===== config.mk =====
export PLATFORM = sky130hd
export DESIGN_NAME = mdu_iter_flat
export DESIGN_NICKNAME = d
export VERILOG_FILES = /design/src/rtl/mdu_if.sv /design/src/rtl/mdu_iter.sv /design/src/flat_wrapper.sv
export SDC_FILE = /design/constraint.sdc
export NUM_CORES = 1
export LEC_CHECK = 0
export CAP_MARGIN = 10
export CORE_UTILIZATION = 48
export DETAILED_ROUTE_END_ITERATION = 10
export GPL_TIMING_DRIVEN = 0
export MAX_ROUTING_LAYER = met4
export PLACE_DENSITY = 0.63
export SKIP_CTS_REPAIR_TIMING = 1
export SYNTH_ARGS = -nofsm -noshare
export SYNTH_HDL_FRONTEND = slang
export SYNTH_SLANG_ARGS = --single-unit

===== constraint.sdc =====
create_clock -name Clk -period 4 [get_ports Clk]
set_clock_uncertainty 0.2 [all_clocks]
set_input_delay 0.8 -clock Clk [delete_from_list [all_inputs] [get_ports Clk]]
set_output_delay 0.8 -clock Clk [all_outputs]
set_load 0.01 [all_outputs]

===== src/rtl/mdu_if.sv =====
// Handshake and data bundle between the issue/writeback stages and the multiply/divide unit.
// The CPU side drives the master modport; the unit uses the slave modport.
interface mdu_if;
    logic        Start;
    logic [1:0]  Op;
    logic [31:0] A;
    logic [31:0] B;
    logic        HiWe;
    logic        LoWe;
    logic        Busy;
    logic        Done;
    logic [31:0] Hi;
    logic [31:0] Lo;

    modport master (output Start, Op, A, B, HiWe, LoWe,
                    input  Busy, Done, Hi, Lo);
    modport slave  (input  Start, Op, A, B, HiWe, LoWe,
                    output Busy, Done, Hi, Lo);
endinterface


===== src/rtl/mdu_iter.sv =====
// Iterative 32-step multiply/divide unit owning HI/LO. Signed operations run on magnitudes
// through an unsigned shift-add / restoring-divide core and are sign-corrected at commit.
module mdu_iter (
    input  logic   Clk,
    input  logic   Clrn,
    mdu_if.slave   bus
);
    typedef enum logic [1:0] {IDLE, RUN, FIX} state_t;

    state_t      state;
    logic [4:0]  cnt;
    logic        is_div;
    logic        sa;
    logic        sb;
    logic [31:0] a_mag;
    logic [31:0] b_mag;
    logic [31:0] a_raw;
    logic [63:0] pair;
    logic        busy;
    logic        done;
    logic [31:0] hi;
    logic [31:0] lo;

    logic [63:0] pair_nxt;
    logic [32:0] acc;
    logic [32:0] rsh;
    logic [31:0] rsub;
    logic        q_bit;

    function automatic logic signed [31:0] neg32(input logic signed [31:0] v, input logic en);
        return en ? -v : v;
    endfunction

    function automatic logic signed [63:0] neg64(input logic signed [63:0] v, input logic en);
        return en ? -v : v;
    endfunction

    // One core iteration: multiply adds the multiplicand into the upper half and shifts right;
    // divide shifts the remainder/quotient pair left and subtracts the divisor when it fits.
    always_comb begin
        acc      = {1'b0, pair[63:32]} + (pair[0] ? {1'b0, a_mag} : 33'd0);
        rsh      = {pair[63:32], pair[31]};
        q_bit    = (rsh >= {1'b0, b_mag});
        rsub     = rsh[31:0] - b_mag;
        pair_nxt = {acc, pair[31:1]};
        if (is_div) begin
            pair_nxt = {(q_bit ? rsub : rsh[31:0]), pair[30:0], q_bit};
        end
    end

    always_ff @(posedge Clk or negedge Clrn) begin
        if (!Clrn) begin
            state  <= IDLE;
            cnt    <= 5'd0;
            is_div <= 1'b0;
            sa     <= 1'b0;
            sb     <= 1'b0;
            a_mag  <= 32'd0;
            b_mag  <= 32'd0;
            a_raw  <= 32'd0;
            pair   <= 64'd0;
            busy   <= 1'b0;
            done   <= 1'b0;
            hi     <= 32'd0;
            lo     <= 32'd0;
        end else begin
            done <= 1'b0;
            unique case (state)
                IDLE: begin
                    if (bus.Start) begin
                        is_div <= bus.Op[1];
                        sa     <= bus.Op[0] & bus.A[31];
                        sb     <= bus.Op[0] & bus.B[31];
                        a_mag  <= neg32(bus.A, bus.Op[0] & bus.A[31]);
                        b_mag  <= neg32(bus.B, bus.Op[0] & bus.B[31]);
                        a_raw  <= bus.A;
                        // Divide starts from the dividend, multiply from the multiplier.
                        pair   <= {32'd0, neg32(bus.Op[1] ? bus.A : bus.B,
                                            bus.Op[0] & (bus.Op[1] ? bus.A[31] : bus.B[31]))};
                        cnt    <= 5'd0;
                        busy   <= 1'b1;
                        state  <= RUN;
                    end else begin
                        if (bus.HiWe) hi <= bus.A;
                        if (bus.LoWe) lo <= bus.A;
                    end
                end
                RUN: begin
                    pair <= pair_nxt;
                    cnt  <= cnt + 5'd1;
                    if (cnt == 5'd31) state <= FIX;
                end
                FIX: begin
                    if (!is_div) begin
                        {hi, lo} <= neg64(pair, sa ^ sb);
                    end else if (b_mag == 32'd0) begin
                        hi <= a_raw;
                        lo <= 32'hFFFF_FFFF;
                    end else begin
                        // Remainder follows the dividend's sign; quotient follows sign(A)^sign(B).
                        hi <= neg32(pair[63:32], sa);
                        lo <= neg32(pair[31:0], sa ^ sb);
                    end
                    busy  <= 1'b0;
                    done  <= 1'b1;
                    state <= IDLE;
                end
                default: state <= IDLE;
            endcase
        end
    end

    assign bus.Busy = busy;
    assign bus.Done = done;
    assign bus.Hi   = hi;
    assign bus.Lo   = lo;
endmodule


===== src/flat_wrapper.sv =====
// flat-port wrapper written by rule: the top's interface ports become plain ports
module mdu_iter_flat 
  (Clk, Clrn, bus_Start, bus_Op, bus_A, bus_B, bus_HiWe, bus_LoWe, bus_Busy, bus_Done, bus_Hi, bus_Lo);
  mdu_if bus_i ();
  input  logic Clk;
  input  logic Clrn;
  input wire logic [$bits(bus_i.Start)-1:0] bus_Start;
  input wire logic [$bits(bus_i.Op)-1:0] bus_Op;
  input wire logic [$bits(bus_i.A)-1:0] bus_A;
  input wire logic [$bits(bus_i.B)-1:0] bus_B;
  input wire logic [$bits(bus_i.HiWe)-1:0] bus_HiWe;
  input wire logic [$bits(bus_i.LoWe)-1:0] bus_LoWe;
  output wire logic [$bits(bus_i.Busy)-1:0] bus_Busy;
  output wire logic [$bits(bus_i.Done)-1:0] bus_Done;
  output wire logic [$bits(bus_i.Hi)-1:0] bus_Hi;
  output wire logic [$bits(bus_i.Lo)-1:0] bus_Lo;
  assign bus_i.Start = bus_Start;
  assign bus_i.Op = bus_Op;
  assign bus_i.A = bus_A;
  assign bus_i.B = bus_B;
  assign bus_i.HiWe = bus_HiWe;
  assign bus_i.LoWe = bus_LoWe;
  assign bus_Busy = bus_i.Busy;
  assign bus_Done = bus_i.Done;
  assign bus_Hi = bus_i.Hi;
  assign bus_Lo = bus_i.Lo;
  mdu_iter u_core (.Clk(Clk), .Clrn(Clrn), .bus(bus_i));
endmodule

# After elaboration in Yosys (flattened, before gate mapping)
# Cells that the tools add are included.
[classes]
n_reduce_logical = 10
eq_ne = 8
bitwise = 4
mux = 31
magnitude_cmp = 1
addsub = 9
[ops]
columns = ["op", "count"]
rows = [
  ["32-bit 2-to-1 mux", 16],
  ["64-bit 2-to-1 mux", 3],
  ["32-bit negator", 5],
  ["32-bit one-hot mux with 2 select lines", 2],
  ["64-bit one-hot mux with 2 select lines", 1],
  ["64-bit negator", 1],
  ["32-bit by 33-bit adder with 33-bit output", 1],
  ["33-bit by 32-bit >= comparator with 1-bit output", 1],
  ["32-bit zero test", 1],
  ["32-bit subtractor", 1],
  ["5-bit one-hot mux with 2 select lines", 1],
  ["2-bit != test (second input constant)", 4],
  ["2-bit AND reduction", 4],
  ["3-bit AND reduction", 2],
  ["5-bit by 1-bit adder with 5-bit output (second input constant)", 1],
  ["5-bit == test (second input constant)", 1],
  ["5-bit 2-to-1 mux", 1],
  ["2-bit 2-to-1 mux", 2],
  ["2-bit one-hot mux with 2 select lines", 1],
  ["2-bit nonzero test", 2],
  ["1-bit bitwise AND", 3],
  ["1-bit 2-to-1 mux", 3],
  ["2-bit by 1-bit == test with 1-bit output (second input constant)", 1],
  ["2-bit == test (second input constant)", 1],
  ["other kinds (4)", 4],
]
[totals]
inputBits = 71
wordCells = 76
register_bits = 236
output_inout_bits = 66

# Depth between registers and ports, before layout
[depth]
word_depth = 5
ltp_mapped = 16
mapped_depth_nobuf = 13

# Worst setup path after synthesis
# No wires, ideal clock.
[synth_path]
path_type = "input to register"
startpoint = "input bus_Op[1]"
endpoint = "register u_core.pair[16]"
stages = 16
path_buffers = 7
required_ps = 3666
path_slack_ps = -214
arrival_ps = 3880
cell_sequence = "buf_2 -> buf_4 -> buf_2 -> buf_2 -> buf_2 -> buf_2 -> mux2i_1 -> ha_1 -> o221ai_1 -> or2_1 -> clkbuf_1 -> o41ai_1 -> o21ai_0 -> xnor2_1 -> o21ai_0 -> o21ai_0"
[synth_via]
elab_chain_len = 5
[synth_rtl]
columns = ["element", "line", "source"]
rows = [
  ["from (decl)", "flat_wrapper.sv:8", "input wire logic [$bits(bus_i.Op)-1:0] bus_Op;"],
  ["32-bit 2-to-1 mux / 1-bit 2-to-1 mux (equally long branches)", "mdu_iter.sv:78, mdu_iter.sv:79", ""],
  ["32-bit negator / 1-bit bitwise AND (equally long branches)", "mdu_iter.sv:31, mdu_iter.sv:79", ""],
  ["32-bit 2-to-1 mux *", "mdu_iter.sv:31", "return en ? -v : v;"],
  ["64-bit 2-to-1 mux *", "mdu_iter.sv:70", "if (bus.Start) begin"],
  ["64-bit one-hot mux with 2 select lines *", "mdu_iter.sv:68", "unique case (state)"],
  ["to (signal assigned)", "mdu_iter.sv:78", "pair <= {32'd0, neg32(bus.Op[1] ? bus.A : bus.B,"],
  ["to (signal assigned)", "mdu_iter.sv:89", "pair <= pair_nxt;"],
  ["to (decl)", "mdu_iter.sv:18", "logic [63:0] pair;"],
]
# Every way passes the cells marked *; elsewhere a longest branch is shown, timed or not. The select of a mux whose other input is x is not followed.
# A chain may end at the register's enable or synchronous reset.

# Worst setup path after layout
[layout_path]
startpoint = "register u_core.b_mag[18]"
endpoint = "register u_core.pair[45]"
[layout_via]
elab_chain_len = 4
[layout_rtl]
columns = ["element", "line", "source"]
rows = [
  ["from (decl)", "mdu_iter.sv:16", "logic [31:0] b_mag;"],
  ["from (signal assigned)", "mdu_iter.sv:75", "b_mag <= neg32(bus.B, bus.Op[0] & bus.B[31]);"],
  ["33-bit by 32-bit >= comparator with 1-bit output", "mdu_iter.sv:43", "q_bit = (rsh >= {1'b0, b_mag});"],
  ["32-bit 2-to-1 mux", "mdu_iter.sv:47", "pair_nxt = {(q_bit ? rsub : rsh[31:0]), pair[30:0], q_bit};"],
  ["64-bit 2-to-1 mux", "mdu_iter.sv:46", "if (is_div) begin"],
  ["64-bit one-hot mux with 2 select lines", "mdu_iter.sv:68", ""],
]
# Every way passes these cells.

==> run_results.csv <==
group,metric,value,unit
status,status,"complete, no violations",
timing,max_slew_margin,0.180,
worst_setup_path,r2r_slack,0.06,ns
floorplan,initial_core_util,0.489,
finish,area_growth,15.7,%
clocking,clock-sinks,235,
route,firstDrtPassIters,6,
worst_setup_path,startpoint_type,"flip-flop",
worst_hold_path,hp-class,"flip-flop to flip-flop",
placement,port_buffers,109,
worst_setup_path,endpoint_kind,"flip-flop",
worst_setup_path,cp.required,4.27,ns
worst_setup_path,cp_num_cells,12,
worst_setup_path,slowest_stage,"dfrtp_1",
logic_synthesis,ys_async_sr_fraction,1.00,
pwr,seq_power_share,0.223,
global_routing,grt_antenna_before_repair,2,
logic_synthesis,synth_nets,2538,
placement,globalplace.congestion,1.02,
route,drt_first_iter_violations,1800,
clocking,clockBufferDepth,3,
route,wl_per_cell,26.3,um
floorplan,die_y,201,um
logic_synthesis,avgSynthCellArea,7.91,um2
placement,dpl_cell_area,20700,um2
floorplan,die_w,201,um
floorplan,die_area,40300,um2
timing,worstMarginPinSlew,1.23,ns
timing,setup_ws,0.0620,ns
global_routing,overflow,0,
finish,seq_area,5880,um2
route,viasPerCell,6.41,
timing,setup_viol_count_final,0,
global_routing,grt_pass1_wl,121,mm
worst_setup_path,crit_end,"u_core.pair[45]",
finish,multiInputGateArea,12200,um2
worst_setup_path,cp_max_fo,10,
worst_setup_path,crit_top_cell,"buf_4",
route,vias,19700,
pwr,ir_drop,0.000469,V
finish,final_nets,2681,
floorplan,row_count,72,
clocking,clk-insertion-delay-late,0.60,ns
worst_setup_path,criticalPathCategory,"flip-flop to flip-flop",
pwr,p_per_area,961,nW/um2
placement,dp_slack,-1.34,ns
logic_synthesis,synth_seq_cells,235,
global_routing,grt_max_degree,118,
logic_synthesis,syn_inst,2394,
worst_setup_path,worstReg2RegEnd,"u_core.pair[45]",
global_routing,first_global_vias,19200,
finish,fin_area,21900,um2
clocking,htree_levels,1,
clocking,clk_pin_slew_worst_paths,0.06,ns
finish,fill_cells,3712,
pwr,power_leakage,9.15,nW
route,drc,0,
clocking,cts-buffers-inserted,29,
finish,layout.cells.most_common,"nand2_1",
logic_synthesis,netlist_area,18900,um2
floorplan,core,38700,um2
floorplan,ios,137,
timing,final_hold_viol_count,0,
worst_setup_path,slowest_delay,0.52,ns
logic_synthesis,yosysSeqAreaShare,0.311,
worst_setup_path,critical-path-top-delay-family,"simple AND/OR/NAND/NOR gates",
pwr,switching_share,0.502,
timing,finalCritPeriodShare,0.985,
pwr,p_switching,10.6,mW
pwr,p_comb_frac,0.639,
worst_setup_path,rr_worst_depth,12,
pwr,p_int,10.5,mW
worst_setup_path,crit_start,"u_core.b_mag[18]",
clocking,cts_tree,"yes",
worst_setup_path,worst-path-buf-inv,4,
logic_synthesis,yosysWarnings,0,
placement,post-dp-hpwl,61.5,mm
global_routing,grtUsageTotal,0.412,
logic_synthesis,ys_types,93,
timing,slew_violations,0,
pwr,clockPowerShare,0.138,
timing,min_period,3.94,ns
clocking,clockRootBuffer,"clkbuf_16",
timing,hold_slack,0.275,ns
route,drtAntennaViolNets,0,
route,wl,81.1,mm
run,drv_cap,0,
finish,layout-drive-gt1-share,0.0602,
worst_setup_path,path_cells,"inv_1 -> ha_1 -> clkbuf_1 -> nand2_2 -> or3_1 -> nor3_1 -> a311o_1 -> o21ba_1 -> buf_4 -> buf_4 -> o311ai_1 -> a22oi_1",
logic_synthesis,synth-edff-count,0,
finish,final_cell_mix,"349 x nand2_1, 235 x o21ai_0, 233 x dfrtp_1, 171 x a21oi_1, 159 x nor2_1",
worst_setup_path,timing.rr.start,"u_core.b_mag[18]",
logic_synthesis,ys.flop_type,"dfrtp_1",
worst_setup_path,worstPathArrival,4.21,ns
timing,max_freq,254,MHz
how the worst min path moves through the flow:
stage	startpoint	to	slack, ns	depth (start not counted)
after CTS	Clrn	u_core.pair[57]	-0.12	1
after floorplan	u_core.a_raw[29]	u_core.a_raw[29]	0.24	2
after global placement	u_core.a_raw[29]	u_core.a_raw[29]	0.26	2
after detailed placement	u_core.a_raw[22]	u_core.a_raw[22]	0.26	2
final	u_core.a_mag[15]	u_core.a_mag[15]	0.28	2
after global routing	u_core.a_mag[18]	u_core.a_mag[18]	0.30	2
sequential cells by signal, summed over array words and instances, names as in the netlist, 2 cells and up:
signal,cells
u_core.state,2
u_core.bus.Lo,32
u_core.b_mag,32
u_core.a_raw,31
u_core.cnt,5
u_core.bus.Hi,32
u_core.a_mag,32
u_core.pair,64
cells in the mapped netlist, types with 6 or more instances:
master | count | share of area
nor3_1 | 59 | 0.016
and2_1 | 43 | 0.014
nand2_1 | 350 | 0.069
o21ai_1 | 35 | 0.0093
o21bai_1 | 11 | 0.0044
a221oi_1 | 14 | 0.0065
ha_1 | 71 | 0.047
nand3_1 | 26 | 0.0069
mux2_2 | 12 | 0.0071
o21ai_0 | 237 | 0.063
clkbuf_1 | 148 | 0.029
mux2i_1 | 82 | 0.043
nand4_1 | 13 | 0.0043
a21oi_1 | 172 | 0.045
a31oi_1 | 14 | 0.0046
nor2b_1 | 12 | 0.0040
a22oi_1 | 18 | 0.0071
o221ai_1 | 7 | 0.0032
o22ai_1 | 53 | 0.018
and3_1 | 10 | 0.0033
nor2_1 | 159 | 0.032
buf_4 | 6 | 0.0024
o211ai_1 | 20 | 0.0079
a21o_1 | 15 | 0.0059
o21a_1 | 7 | 0.0028
or3_1 | 23 | 0.0076
xnor2_1 | 108 | 0.050
xor2_1 | 116 | 0.054
nor4_1 | 30 | 0.0099
a211oi_1 | 13 | 0.0052
a32oi_1 | 7 | 0.0032
nor4_2 | 6 | 0.0040
or4_1 | 8 | 0.0032
o41ai_1 | 9 | 0.0042
buf_2 | 15 | 0.0040
o31ai_1 | 18 | 0.0071
nand2b_1 | 23 | 0.0076
inv_1 | 69 | 0.014
dfrtp_1 | 235 | 0.31
buf_1 | 9 | 0.0018
area by class of cell:
class | instances | share of cell area
clock inverters | 20 | 0.0129
diodes | 1 | 0.000114
multi-input cells | 1908 | 0.555
clock buffers | 32 | 0.0341
plain buffers | 176 | 0.0339
inverters | 71 | 0.0122
well taps | 518 | 0.0296
repair buffers | 116 | 0.0543
flip-flops and latches | 235 | 0.268
logic make-up (layout without fill, tap and decap cells):
group                      Yosys count  in the layout  share of synthesized area
and+or+nand+nor                    805            805                      0.204
AOI/OAI and AO/OA                  711            711                      0.229
buffers and inverters              251            415                     0.0527
DFF                                235            235                      0.311
xor gates and xnor gates           224            224                      0.104
muxes                               95             95                     0.0511
adders and majority gates           73             73                     0.0490
other                                0              1                          0
power by group through the flow:
stage               clock network, mW  logic, mW  registers, mW
floorplan                           0       9.00           4.30
global placement                    0       12.8           4.64
detailed placement                  0       13.0           4.66
CTS                              2.93       13.1           4.63
global route                     3.01       14.6           4.79
finish                           2.92       13.4           4.69
through the flow:
step | setup TNS, ns | power [mW] | util | cells
finish | 0 | 21.1 | 0.566 | 3077
global route | -0.0335 | 22.4 | 0.566 | 3077
CTS | -10.58 | 20.6 | 0.562 | 3075
detailed placement | -21.80 | 17.6 | 0.536 | 3023
global placement | -2027.10 | 17.4 | 0.534 | 3021
floorplan | 0 | 13.3 | - | 2394
per-layer routing:
layer,global-route usage,vias to the layer above,wire length (um),share of wire
met1,0.528,9571,33100,0.41
met3,0.0781,259,7720,0.095
met5,-,-,0,0
met4,0.217,0,4950,0.061
met2,0.618,1076,35300,0.44
li1,-,8814,-,-
worst reg2reg max path, delay by kind of cell (launching register included):
kind | cells | cell delay, ns
AOI/OAI and AO/OA | 4 | 0.97
adders and majority gates | 1 | 0.28
buffers and inverters | 4 | 0.84
DFF | 1 | 0.52
and+or+nand+nor | 3 | 1.01
Note: power is estimated with default switching activity, not from simulation.
